**src/rtl/fetch_unit.sv**
```systemverilog
`default_nettype none
// fetch_unit: instruction-fetch front end (PC, imem req/ack, valid/ready handoff to decode).
// Optional FETCH_MISALIGN_TRAP_EN: misaligned next PC faults instead of being force-aligned. Rev 1.0
module fetch_unit #(
  parameter logic [31:0] RESET_PC       = 32'h0000_0000,
  parameter int unsigned TIMEOUT_CYCLES = 16
) (
  input  logic        clock,
  input  logic        reset_n,
  output logic        imem_req,
  output logic [31:0] imem_addr,
  input  logic        imem_ack,
  input  logic [31:0] imem_rdata,
  output logic        instr_valid,
  input  logic        instr_ready,
  output logic [31:0] instr,
  output logic [5:0]  opcode,
  output logic [5:0]  funct,
  output logic [31:0] pc,
  output logic [31:0] pc_plus4,
  input  logic [1:0]  sel_pc,
  input  logic [31:0] jr_target,
  input  logic        halt,
  output logic        fault
);

  typedef enum logic [1:0] {
    IDLE  = 2'd0,
    FETCH = 2'd1,
    VALID = 2'd2,
    FAULT = 2'd3
  } state_t;

  localparam logic [7:0] TMO_LAST = 8'(TIMEOUT_CYCLES - 1);

  state_t      state;
  logic [31:0] pc_r;
  logic [31:0] instr_r;
  logic [7:0]  tcnt;
  logic        req_r;
  logic        valid_r;
  logic        fault_r;

  logic [31:0] p4;
  logic [31:0] br_off;
  logic [31:0] next_pc_raw;
  logic [31:0] next_pc;

  always_comb begin
    p4     = pc_r + 32'd4;
    br_off = {{14{instr_r[15]}}, instr_r[15:0], 2'b00};
    case (sel_pc)
      2'b00:   next_pc_raw = p4;
      2'b01:   next_pc_raw = p4 + br_off;
      2'b10:   next_pc_raw = {p4[31:28], instr_r[25:0], 2'b00};
      default: next_pc_raw = jr_target;
    endcase
`ifdef FETCH_MISALIGN_TRAP_EN
    next_pc = next_pc_raw;
`else
    next_pc = next_pc_raw & 32'hFFFF_FFFC;
`endif
  end

  always_ff @(posedge clock or negedge reset_n) begin
    if (!reset_n) begin
      state   <= IDLE;
      pc_r    <= RESET_PC;
      instr_r <= '0;
      tcnt    <= '0;
      req_r   <= 1'b0;
      valid_r <= 1'b0;
      fault_r <= 1'b0;
    end else begin
      case (state)
        IDLE: begin
          if (!halt) begin
`ifdef FETCH_MISALIGN_TRAP_EN
            if (pc_r[1:0] != 2'b00) begin
              state   <= FAULT;
              fault_r <= 1'b1;
            end else begin
              state <= FETCH;
              req_r <= 1'b1;
            end
`else
            state <= FETCH;
            req_r <= 1'b1;
`endif
          end
        end
        FETCH: begin
          // halt deliberately ignored: an issued request always completes or times out
          if (imem_ack) begin
            instr_r <= imem_rdata;
            tcnt    <= '0;
            req_r   <= 1'b0;
            valid_r <= 1'b1;
            state   <= VALID;
          end else if (tcnt == TMO_LAST) begin
            tcnt    <= '0;
            req_r   <= 1'b0;
            fault_r <= 1'b1;
            state   <= FAULT;
          end else begin
            tcnt <= tcnt + 8'd1;
          end
        end
        VALID: begin
          if (instr_ready) begin
            pc_r    <= next_pc;
            valid_r <= 1'b0;
`ifdef FETCH_MISALIGN_TRAP_EN
            if (next_pc_raw[1:0] != 2'b00) begin
              fault_r <= 1'b1;
              state   <= FAULT;
            end else if (halt) begin
              state <= IDLE;
            end else begin
              req_r <= 1'b1;
              state <= FETCH;
            end
`else
            if (halt) begin
              state <= IDLE;
            end else begin
              req_r <= 1'b1;
              state <= FETCH;
            end
`endif
          end
        end
        default: begin
          // sticky until reset; late acks land here and are dropped
          req_r   <= 1'b0;
          valid_r <= 1'b0;
          fault_r <= 1'b1;
        end
      endcase
    end
  end

  assign imem_req    = req_r;
  assign imem_addr   = pc_r;
  assign instr_valid = valid_r;
  assign instr       = instr_r;
  assign opcode      = instr_r[31:26];
  assign funct       = instr_r[5:0];
  assign pc          = pc_r;
  assign pc_plus4    = p4;
  assign fault       = fault_r;

endmodule
`default_nettype wire

```
**config.mk**
```make
export PLATFORM = sky130hd
export DESIGN_NAME = fetch_unit
export DESIGN_NICKNAME = d
export VERILOG_FILES = /design/src/rtl/fetch_unit.sv
export SDC_FILE = /design/constraint.sdc
export NUM_CORES = 1
export LEC_CHECK = 0
export ABC_AREA = 1
export ABC_CLOCK_PERIOD_IN_PS = 2900
export CAP_MARGIN = 10
export CORE_MARGIN = 1
export CORE_UTILIZATION = 49
export CTS_CLUSTER_DIAMETER = 60
export CTS_CLUSTER_SIZE = 30
export DETAILED_ROUTE_END_ITERATION = 12
export PLACE_DENSITY = 0.82
export RECOVER_POWER = 50
export SETUP_SLACK_MARGIN = 0.2
export SLEW_MARGIN = 30
export SYNTH_ARGS = -nofsm -noshare
export SYNTH_HDL_FRONTEND = slang
export SYNTH_SLANG_ARGS = --single-unit
```
**constraint.sdc**
```tcl
create_clock -name clock -period 2.9 [get_ports clock]
set_input_delay 0.58 -clock clock [delete_from_list [all_inputs] [get_ports clock]]
set_output_delay 0.58 -clock clock [all_outputs]
set_load 0.05 [all_outputs]
```
==> results_dict.tcl <==
set metrics [dict create \
    min_to "instr_valid$_DFFE_PN0P_" \
    final_area_um2 12400 \
    synth_top_cell_by_area "dfrtp_1" \
    drt_iter0_drc 879 \
    synthTopCellsByArea "dfrtp_1 26%, nand2_1 24%, inv_1 8.0%" \
    dp_hpwl_um 22200 \
    max_freq_mhz 337 \
    async_flop_share_pct 100 \
    critPathBufInv 4 \
    antenna_found_initial 0 \
    postSynthCellCount 1223 \
    synth_edf_count 0 \
    multi_input_area_um2 5950 \
    setup_ws_ns -0.0650 \
    portBuffers 205 \
    grt_overflow 0 \
    seq_area_um2 1910 \
    cap_violations 0 \
    grt_max_degree 54 \
    die_x_um 124 \
    crit_slowest_cell "dfrtp_4" \
    cp-start-kind "flip-flop" \
    fillers 916 \
    max_slew_margin_pct 5.58 \
    clk_pin_slew_ns 0.06 \
    gp_congestion 0.954 \
    reg2reg_to "imem_addr[9]$_DFFE_PN0P_" \
    syn_area_um2 7320 \
    maxSlewViolCount 0 \
    holdPathStages 2 \
    firstDrtPassIters 7 \
    worstPathArrival_ns 3.18 \
    nets 1637 \
    max_stage_delay_ns 0.51 \
    crit_type "flip-flop to flip-flop" \
    cts_tree "yes" \
    area_growth_pct 68.6 \
    wl_per_cell_um 18.5 \
    cp-end-kind "flip-flop" \
    ff2ff_setup_slack_ns -0.06 \
    critPathMaxFanout 5 \
    grt_util_all_layers_pct 38.0 \
    violations "setup timing" \
    coreArea_um2 14500 \
    cp.required_ns 3.11 \
    start_util_pct 50.4 \
    drcViolationCount 0 \
    numCtsBuffers 9 \
    ys_seq_area_share_pct 25.6 \
    syn_avg_cell_area_um2 5.99 \
    dieArea_um2 15400 \
    drtAntennaViolNets 0 \
    synth_cell_type_count 43 \
    diodes 0 \
    hold_buffers 0 \
    htreeDepth 3 \
    grt_setup_unrepaired "yes" \
    grt_pass1_wl_um 46100 \
    cts-root-to-sink-buffers 2 \
    insertion_delay_ns 0.35 \
    min_from "instr_valid$_DFFE_PN0P_" \
    ios 214 \
    route.vias.total 9529 \
    placed_area_um2 10700 \
    vias_per_cell 5.56 \
    setup_violations 4 \
    clock_skew_ns 0.00819 \
    yosysWarnings 0 \
    cts_root_buf "clkbuf_16" \
    ff2ff_path_depth 19 \
    reg2reg_from "imem_addr[2]$_DFFE_PN0P_" \
    crit_chain "ha_4, nand2_4, nor2_4, inv_2, nor2_4, or2_4, nand2_4, clkinvlp_4, ha_4, nand2_4, inv_2, a21oi_4, nand2_4, buf_6, or2_4, nand3_2, nand4_1, nand2_1, o21ai_1" \
    cts_sinks 75 \
    die_h_um 124 \
    worstMarginPinSlew_ns 1.42 \
    totalWireLength_um 31700 \
    cpLargestDelayFamily "simple AND/OR/NAND/NOR gates" \
    min_path_type "flip-flop to flip-flop" \
    fin_crit_ns 2.96 \
    ys_ff_latch 75 \
    synth_top_area_share_pct 25.6 \
    grt_pass1_vias 8919 \
    fin_crit_sh_pct 102 \
    synth_ff_type "dfrtp_1" \
    rows 44 \
    status "finished with violations" \
    cp_common_cell "nand2_4" \
    finalHoldViolCount 0 \
    drive_gt1_share_pct 33.5 \
]
==> sequential cells by signal, indices dropped and copies added (netlist names) <==
signal and cells:
fault 1, imem_addr 30, imem_req 1, instr 32
instr_valid 1, state 2, tcnt 8
==> cells by family after synthesis <==
logic type,share of synthesized area (%)
AND/OR/NAND/NOR,42.0
buffers and inverters,14.5
AO/OA/AOI/OAI,9.09
XOR/XNOR,1.67
other,0.0512
flip-flops,25.6
adder cells (fa/ha/maj),7.11
==> repair_timing <==
action,in CTS,in global routing
pin swaps,32,84
endpoints found under the setup margin,28,40
setup buffers,13,17
cloned,0,0
gates resized for setup,125,167
==> per-layer routing <==
layer  track usage, %  up-vias  share of wire, %
met5                0        -                 0
li1                 -     4357                 -
met4             15.9        0               4.4
met1             47.5     4457                38
met3             7.73      145               9.5
met2             63.5      570                48
==> cell type report <==
cell class,count,share of cell area (%)
inverters,162,5.11
clock inverters,7,0.800
clock buffers,9,1.82
well taps,184,1.86
repair buffers,356,26.8
flip-flops and latches,75,15.4
multi-input cells,921,48.2
==> how the worst max path moves through the flow <==
stage                     depth (start not counted)  slack (ns)                        end                       from
after floorplan                                  19       -0.23  imem_addr[15]$_DFFE_PN0P_   imem_addr[2]$_DFFE_PN0P_
after global placement                           18       -0.06  imem_addr[27]$_DFFE_PN0P_  imem_addr[13]$_DFFE_PN0P_
after detailed placement                         18        -0.1  imem_addr[27]$_DFFE_PN0P_  imem_addr[13]$_DFFE_PN0P_
after CTS                                        21        0.06  imem_addr[13]$_DFFE_PN0P_   imem_addr[2]$_DFFE_PN0P_
after global routing                             21       -0.13  imem_addr[31]$_DFFE_PN0P_   imem_addr[2]$_DFFE_PN0P_
final                                            19       -0.06   imem_addr[9]$_DFFE_PN0P_   imem_addr[2]$_DFFE_PN0P_
==> stage by stage <==
stage	setup TNS, ns	worst slack (ns)	hold WS [ns]	std cells	util, %
after floorplan	-2.71	-0.233	0.284	1228	-
after global placement	-0.0741	-0.0572	0.473	1668	73.6
after detailed placement	-0.282	-0.0971	0.482	1668	73.6
after CTS	0	0.0565	0.287	1697	80.1
after global routing	-1.65	-0.126	0.522	1714	85.0
final	-0.0950	-0.0650	0.493	1714	85.0
==> cells in the final DEF, fill, tap and decap left out, types with 5 or more instances in the layout <==
master / n
nand3_2: 26
clkinvlp_4: 5
buf_12: 11
inv_2: 24
a21oi_1: 24
nand2_1: 371
buf_4: 141
nand4_1: 14
nand2_2: 80
nand3_4: 6
a21oi_4: 9
nor3_2: 5
nor2_4: 20
conb_1: 6
dfrtp_2: 18
o21ai_1: 15
nand2_4: 30
xor2_4: 7
clkdlybuf4s50_1: 175
nand3_1: 50
nor2_2: 22
a21oi_2: 13
ha_1: 12
inv_1: 130
buf_6: 20
clkbuf_16: 9
o21ai_0: 31
dfrtp_1: 55
nor2_1: 91
ha_4: 28
==> cell usage after synthesis (2+ instances only) <==
| cell | count |
|---|---|
| o21ai_0 | 40 |
| nor2_4 | 2 |
| o22ai_1 | 4 |
| o221ai_1 | 2 |
| inv_1 | 157 |
| nand2_2 | 4 |
| nor2_1 | 122 |
| nand3_1 | 81 |
| inv_2 | 3 |
| clkinv_1 | 2 |
| xor2_1 | 13 |
| nand2_1 | 477 |
| buf_4 | 48 |
| a31oi_1 | 2 |
| nand4_1 | 14 |
| o21bai_1 | 6 |
| or2_2 | 5 |
| a21o_1 | 3 |
| o21a_1 | 2 |
| nor2_2 | 9 |
| nand3b_1 | 4 |
| dfrtp_1 | 75 |
| nor2_8 | 2 |
| o21ai_1 | 9 |
| and2_1 | 9 |
| buf_2 | 7 |
| ha_1 | 40 |
| nor3_1 | 7 |
| a211oi_1 | 2 |
| a21oi_1 | 45 |
| clkbuf_1 | 15 |
==> worst register-to-register path: stages (launching register included) <==
cell        delay [ns]
dfrtp_4           0.51
ha_4              0.18
nand2_4           0.09
nor2_4            0.05
inv_2             0.07
nor2_4            0.07
or2_4             0.24
nand2_4           0.07
clkinvlp_4        0.10
ha_4              0.27
nand2_4           0.10
inv_2             0.05
a21oi_4           0.16
nand2_4           0.11
buf_6             0.13
or2_4             0.23
nand3_2           0.08
nand4_1           0.12
nand2_1           0.10
o21ai_1           0.10
Power is left out: the tool's default activity adds up to more than one toggle a clock period on the data nets, which glitch-free logic cannot reach.
